--- src/rtl/cpu_pkg.sv ---
// Shared datapath constants for the 16-bit MIPS-style CPU.
package cpu_pkg;

  // Address and datapath width in bits.
  localparam int ADDR_W = 16;

  // Boot vector that the PC takes on reset.
  localparam logic [ADDR_W-1:0] RESET_VECTOR = 16'h0000;

endpackage : cpu_pkg

--- src/rtl/en_reg.sv ---
// Generic load-enabled register with synchronous active-high reset.
// Intended for the PC and the IF/ID pipeline registers.
//   rst_i has priority over en_i.
//   With en_i low, q_o holds its value.
//   d_i is loaded verbatim, with no masking and no arithmetic.
//   An X on en_i while rst_i is low gives X on the bits where d_i and q_o differ,
//   so an undriven stall line is visible in simulation instead of looking like a hold.
module en_reg #(
  parameter int               WIDTH       = 16,
  parameter logic [WIDTH-1:0] RESET_VALUE = '0
) (
  input  logic             clk_i,
  input  logic             rst_i,
  input  logic             en_i,
  input  logic [WIDTH-1:0] d_i,
  output logic [WIDTH-1:0] q_o
);

  logic [WIDTH-1:0] q_q;
  logic [WIDTH-1:0] q_d;

  // Next-state select: reset vector, new value, or hold.
  always_comb begin
    q_d = q_q;
    if (rst_i) begin
      q_d = RESET_VALUE;
    end else begin
      q_d = en_i ? d_i : q_q;
    end
  end

  // State register; every change happens on the rising edge only.
  always_ff @(posedge clk_i) begin
    q_q <= q_d;
  end

  // Drive the output straight from the flop so no input reaches it combinationally.
  assign q_o = q_q;

endmodule : en_reg

--- src/rtl/pc.sv ---
// Program counter: holds the current fetch address for instruction memory.
// It loads pc_plus on a rising edge when pc_write is high.
// The hazard logic drives pc_write low to freeze fetch.
// rst is synchronous and forces the boot vector.
module pc
  import cpu_pkg::*;
#(
  parameter int               WIDTH       = ADDR_W,
  parameter logic [WIDTH-1:0] RESET_VALUE = RESET_VECTOR[WIDTH-1:0]
) (
  input  logic [WIDTH-1:0] pc_plus,
  input  logic             clk,
  input  logic             pc_write,
  input  logic             rst,
  output logic [WIDTH-1:0] address
);

  en_reg #(
    .WIDTH       (WIDTH),
    .RESET_VALUE (RESET_VALUE)
  ) u_pc_reg (
    .clk_i (clk),
    .rst_i (rst),
    .en_i  (pc_write),
    .d_i   (pc_plus),
    .q_o   (address)
  );

`ifdef PC_ASSERT
  logic             rst_seen_q;
  logic             prev_rst_q;
  logic             prev_hold_q;
  logic [WIDTH-1:0] prev_addr_q;

  // Record what happened at the previous edge so this edge's result can be checked.
  always_ff @(posedge clk) begin
    if (rst) begin
      rst_seen_q <= 1'b1;
    end
    prev_rst_q  <= rst;
    prev_hold_q <= !rst && !pc_write;
    prev_addr_q <= address;
  end

  // Check reset result, stall hold, and clean control inputs once out of power-up.
  always @(posedge clk) begin
    if (rst_seen_q) begin
      assert (!$isunknown(rst))
        else $error("pc: rst is X");
      assert (rst || !$isunknown(pc_write))
        else $error("pc: pc_write is X");
      assert (!(prev_rst_q === 1'b1) || (address == RESET_VALUE))
        else $error("pc: address not RESET_VALUE after reset edge");
      assert (!(prev_hold_q === 1'b1) || (address == prev_addr_q))
        else $error("pc: address changed while stalled");
    end
  end
`endif

endmodule : pc

--- config.mk ---
export PLATFORM = sky130hd
export DESIGN_NAME = pc
export DESIGN_NICKNAME = d
export VERILOG_FILES = /design/src/rtl/cpu_pkg.sv /design/src/rtl/en_reg.sv /design/src/rtl/pc.sv
export SDC_FILE = /design/constraint.sdc
export NUM_CORES = 1
export LEC_CHECK = 0
export CORE_MARGIN = 1
export CORE_UTILIZATION = 30
export DETAILED_ROUTE_END_ITERATION = 7
export PLACE_DENSITY = 0.75
export SETUP_SLACK_MARGIN = 0.3
export SKIP_CTS_REPAIR_TIMING = 1
export SYNTH_ARGS = -nofsm -noshare
export SYNTH_HDL_FRONTEND = slang
export SYNTH_SLANG_ARGS = --single-unit
--- constraint.sdc ---
create_clock -name clk -period 2 [get_ports clk]
set_input_delay 0.2 -clock clk [delete_from_list [all_inputs] [get_ports clk]]
set_output_delay 0.2 -clock clk [all_outputs]
set_load 0.005 [all_outputs]
==> impl_results.md, run 1 <==
* DRC viols at 0
* Overall Power at 0.621 mW
* Max reg flops at 16
* CP top delay family: buffers and inverters
* Critical Path End Type: output pin
* Post-Place Worst Slack at between 600 and 700 ps
* Worst Path Arrival at about 1100 ps
* Via/cell ratio at 4.30
* Synthesis-stage register bit count at 16
* Net Count, Synth at about 70
* Reg2reg path depth at 2
* WL final at ~1200 µm
* Hold endpoint: u_pc_reg.q_o[6]
* Initial drt markers at 0
* Starting Density at 0.329
* Clock power frac at 0.254
* Via count at approximately 480
* Vias in the first global route at approximately 440
* Relative slew margins at 0.639
* Max Cap Viol at 0
* P per Cell Area at between 600 and 700 nW/µm²
* Row count at 15
* Average wire per standard cell at ~11 µm
* Final Instance Area at roughly 940 µm²
* Total Routing Usage GR at 0.113
* Clock sinks at 16
* Worst skew pair latency at roughly 270 ps
* Highest clock rate at between 700 and 800 MHz
* Layout cell share with drive strength beyond 1 at 0.0465
* Reg2reg setup slack at 1370 ps
* Required @ worst endpoint at about 1800 ps
* Fin crit share at 0.663
* Worst-path cell chain: clkdlybuf4s50_1
* Pre-antenna DRT Iters at 1
* CP max-delay cell: clkdlybuf4s50_1
* Leak pwr at between 0.4 and 0.5 nW
* Warnings, synthesis at 0
* Netlist cell types at 7
* RR Startpoint: u_pc_reg.q_o[15]
* RSZ-0062 raised after global routing: false
* Sequential Power Share at 0.559
* P_int at around 0.49 mW
* Worst IR drop on VDD at roughly 0.37 mV
* Type of the worst setup path: register to output pin
* Post-DP HPWL at 889 µm
* Hold_sp: u_pc_reg.q_o[6]
* Avg Inst Size Synth at between 10 and 15 µm²
* Synth Cell Area at approximately 580 µm²
* DP Area at 920 µm²
* Tmin final at approximately 1300 ps
* Status: finished, final reports clean
* Kind of path behind the tightest hold check: register to register
* Synthesized instance count at 52
* Die extent in x at roughly 46 µm
* CTS clk-pin slew, worst paths at about 80 ps
* Setup TNS at 0 ps
* DRT antenna net count at 0
* Die ar. at 2120 µm²
* H-tree Lvls at 1
* Crit Path Max Fanout at 2
* Fin nets at roughly 110
* Switching Share at 0.215
* Hold Path Depth at 2
* # IOs at 35
* Final setup viols at 0
* Grt ovf at 0
* Global-route wire length before repair at around 1700 µm
* CTS Buffer Depth at 2
* Die Height at 46.0 µm
* Slowest stage delay, CP at slightly above 500 ps
* # diodes at 0
* Buf+Inv Stages, Crit Path at 1
* Combinational power share at 0.186
* Core region area at ~1800 µm²
* Post-synthesis sequential area ratio at 0.552
* Clk_skew at 0 ps
* Setup ws final at approximately 670 ps
* Largest net degree at the start of global routing at 17
* Inserted Clock Buffers at 3
* Antenna violations before repair at 0
* Area growth, synth to finish at 62.3%
* Max-slew violation count at 0
* Root Driver: clkbuf_4
* CTS tree: done
* Final Hold Viols at 0
* Worst Tran Pin Value at approximately 540 ps
* I/O Buffers at 34
* Routability Congestion at 0.622
* Sw power at between 0.1 and 0.15 mW
* Nature of the critical path startpoint: register
* Reg2reg end: u_pc_reg.q_o[15]
==> logic make-up (layout without fill, tap and decap cells) <==
logic type | count (synthesis) | after routing | share of synthesized area
flops | 16 | 16 | 0.552
simple gates | 16 | 16 | 0.103
buf+inv | 4 | 38 | 0.0690
mux | 16 | 16 | 0.276
==> layer usage <==
| layer | vias up | global-route usage | wire length [µm] |
|---|---|---|---|
| met5 | - | 0 | 0 |
| met4 | 0 | 0.0882 | 17 |
| met3 | 2 | 0.0119 | 55 |
| met2 | 14 | 0.194 | 618 |
| met1 | 223 | 0.126 | 499 |
| li1 | 238 | - | - |
==> stage by stage <==
stage | hold WS, ps | std cells | utilization
global placement | 474 | 108 | 0.521
floorplan | 347 | 52 | -
finish | 499 | 111 | 0.534
global route | 525 | 111 | 0.534
detailed placement | 487 | 108 | 0.521
CTS | 507 | 111 | 0.534
==> cells in the final DEF (no fill, tap or decap) <==
| master | netlist | routed |
|---|---|---|
| buf_4 | 0 | 1 |
| clkbuf_4 | 0 | 3 |
| clkdlybuf4s50_1 | 0 | 34 |
| dfxtp_1 | 16 | 16 |
| mux2i_1 | 16 | 16 |
| nor2_1 | 16 | 16 |
==> power by group through the flow <==
| stage | clock network [mW] | registers [mW] | logic [mW] |
|---|---|---|---|
| final | 0.158 | 0.347 | 0.116 |
| after global routing | 0.171 | 0.349 | 0.124 |
| after CTS | 0.165 | 0.347 | 0.117 |
| after detailed placement | 0 | 0.354 | 0.117 |
| after global placement | 0 | 0.354 | 0.115 |
| after floorplan | 0 | 0.356 | 0.0437 |
==> worst max-delay path by stage <==
stage          slack (ps)        startpoint  cells past startpoint                to
4_1_cts               660  u_pc_reg.q_o[10]                      1       address[10]
5_1_grt               630  u_pc_reg.q_o[12]                      1       address[12]
3_3_place_gp          670          pc_write                      4  u_pc_reg.q_o[10]
2_1_floorplan        1220          pc_write                      4  u_pc_reg.q_o[10]
6_report              670   u_pc_reg.q_o[9]                      1        address[9]
3_5_place_dp          640          pc_write                      4  u_pc_reg.q_o[11]
==> final cells by class <==
| class | instances | area (µm²) |
|---|---|---|
| Fill cell | 187 | 822 |
| Timing Repair Buffer | 35 | 348 |
| Sequential cell | 16 | 320 |
| Multi-Input combinational cell | 32 | 220 |
| Tap cell | 25 | 31.3 |
| Clock buffer | 3 | 22.5 |
==> cells in the mapped netlist <==
cell type	count	area [µm²]
dfxtp_1	16	320
nor2_1	16	60.1
buf_12	1	20.0
buf_2	1	5.00
buf_6	1	11.3
buf_1	1	3.75
mux2i_1	16	160
Note: power is estimated with default switching activity, not from simulation.
==> inputs of run 2 (changes only) <==
==> constraint.sdc (replaced) <==
create_clock -name clk -period 1.3 [get_ports clk]
set_input_delay 0.13 -clock clk [delete_from_list [all_inputs] [get_ports clk]]
set_output_delay 0.13 -clock clk [all_outputs]
set_load 0.005 [all_outputs]
==> run 2 against run 1 <==
  * Sequential cell count is the same
  * Sequential share of layout area shrank 1.3 points
  * Setup slack lost 610 ps
  * Clock power grew 100%
==> impl_results.md, run 2 (synthesis gave the netlist of run 1 again) <==
* Relative slew margins at 0.902
* CTS Buffer Depth at 2
* Root Driver: clkbuf_4
* Reg2reg setup slack at 680 ps
* Area growth, synth to finish at 77.4%
* Buf+Inv Stages, Crit Path at 1
* Clock power frac at 0.308
* Worst Tran Pin Value at 143 ps
* Max-slew violation count at 0
* Pre-antenna DRT Iters at 2
* P per Cell Area at about 1000 nW/µm²
* Worst IR drop on VDD at roughly 0.68 mV
* P_int at about 0.82 mW
* Nature of the critical path startpoint: register
* DRT antenna net count at 0
* Die ar. at approximately 2100 µm²
* Die extent in x at between 40 and 50 µm
* Final setup viols at 0
* Commonest non-fill, non-tap cells in the layout: clkdlybuf4s50_1, mux2i_1, nor2_1
* Switching Share at 0.210
* Via/cell ratio at 4.26
* Clk_skew at 0 ps
* # IOs at 35
* Final Instance Area at 1030 µm²
* # diodes at 0
* CP top delay family: buffers and inverters
* Inserted Clock Buffers at 3
* Layout cell share with drive strength beyond 1 at 0.216
* Sw power at about 0.22 mW
* RSZ-0062 raised after global routing: true
* Total Routing Usage GR at 0.112
* Commonest non-fill, non-tap cell in the layout: clkdlybuf4s50_1
* Post-DP HPWL at ~860 µm
* Starting Density at 0.329
* H-tree Lvls at 1
* Combinational power share at 0.171
* Row count at 15
* Sequential Power Share at 0.520
* Largest net degree at the start of global routing at 17
* Kind of path behind the tightest hold check: input pin to register
* Antenna violations before repair at 0
* DP Area at between 900 and 1000 µm²
* Final Hold Viols at 0
* Tmin final at 1230 ps
* Required @ worst endpoint at 1170 ps
* Worst skew pair latency at about 270 ps
* Initial drt markers at 3
* Type of the worst setup path: register to output pin
* Leak pwr at 0.656 nW
* Worst-path cell chain: clkdlybuf4s50_1
* Max reg flops at 16
* Via count at between 400 and 500
* Global-route wire length before repair at roughly 1700 µm
* Fin crit share at 0.947
* Critical Path End Type: output pin
* Status: finished, final reports clean
* CTS clk-pin slew, worst paths at 90 ps
* WL final at between 1000 and 1500 µm
* Vias in the first global route at 459
* Clock sinks at 16
* I/O Buffers at 34
* Routability Congestion at ~0.63
* Grt ovf at 0
* Setup TNS at 0 ps
* CTS tree: done
* CP max-delay cell: clkdlybuf4s50_1
* Worst Path Arrival at 1100 ps
* Crit Path Max Fanout at 2
* Slowest stage delay, CP at 490 ps
* Highest clock rate at around 800 MHz
* Max Cap Viol at 0
* DRC viols at 0
* Fin nets at 108
* Average wire per standard cell at around 11 µm
* Die Height at about 46 µm
* Core region area at roughly 1800 µm²
==> run 2: cell types whose count changed in the layout (fill, tap and decap cells not counted), sizes merged <==
| cell | change |
|---|---|
| clkbuf | +1 |
| clkdlybuf4s50 | -15 |
| buf | +1 |
| dlymetal6s2s | +15 |
==> run 2: area by class of cell <==
class | count | area [µm²]
clock buffer | 4 | 36.3
fill | 157 | 734
multi-input combinational | 32 | 220
sequential | 16 | 337
tap | 25 | 31.3
timing repair buffer | 36 | 405
==> run 2: path summary, 6_finish.rpt <==
check                  startpoint                to  depth (start not counted)
hold / removal        pc_plus[12]  u_pc_reg.q_o[12]                          3
hold reg to reg   u_pc_reg.q_o[0]   u_pc_reg.q_o[0]                          2
setup / recovery  u_pc_reg.q_o[5]        address[5]                          1
setup reg to reg  u_pc_reg.q_o[3]   u_pc_reg.q_o[3]                          2
==> run 2: through the flow <==
step / utilization / instances / power (mW) / hold WS (ps) / setup WS (ps)
5_1_grt: 0.584 / 113 / 1.09 / 466 / 5.61
6_report: 0.584 / 113 / 1.03 / 452 / 69.2
2_1_floorplan: - / 52 / 0.614 / 277 / 588
3_3_place_gp: 0.533 / 109 / 0.729 / 475 / 118
3_5_place_dp: 0.533 / 109 / 0.731 / 484 / 89.6
4_1_cts: 0.553 / 113 / 1.05 / 458 / 25.7
==> run 2: layer usage <==
metal  wire length (µm)  GRT usage
met5                  0          0
met1                491      0.133
met2                678      0.189
met4                  0     0.0529
met3                 57     0.0238
==> run 2: power by group through the flow <==
stage          clock network, mW  logic (mW)  registers [mW]
5_1_grt                    0.359       0.192           0.541
2_1_floorplan                  0      0.0672           0.547
3_5_place_dp                   0       0.187           0.545
3_3_place_gp                   0       0.184           0.544
4_1_cts                    0.332       0.187           0.534
6_report                   0.318       0.177           0.537
==> inputs of run 3 (changes only) <==
--- a/config.mk
+++ b/config.mk
@@ -7,6 +7,7 @@
 export LEC_CHECK = 0
 export CORE_MARGIN = 1
 export CORE_UTILIZATION = 30
+export CTS_CLUSTER_SIZE = 14
 export DETAILED_ROUTE_END_ITERATION = 7
 export PLACE_DENSITY = 0.75
 export SETUP_SLACK_MARGIN = 0.3
==> results of run 3 <==
Same layout as run 2: the final DEF is identical, and so are final timing and power.
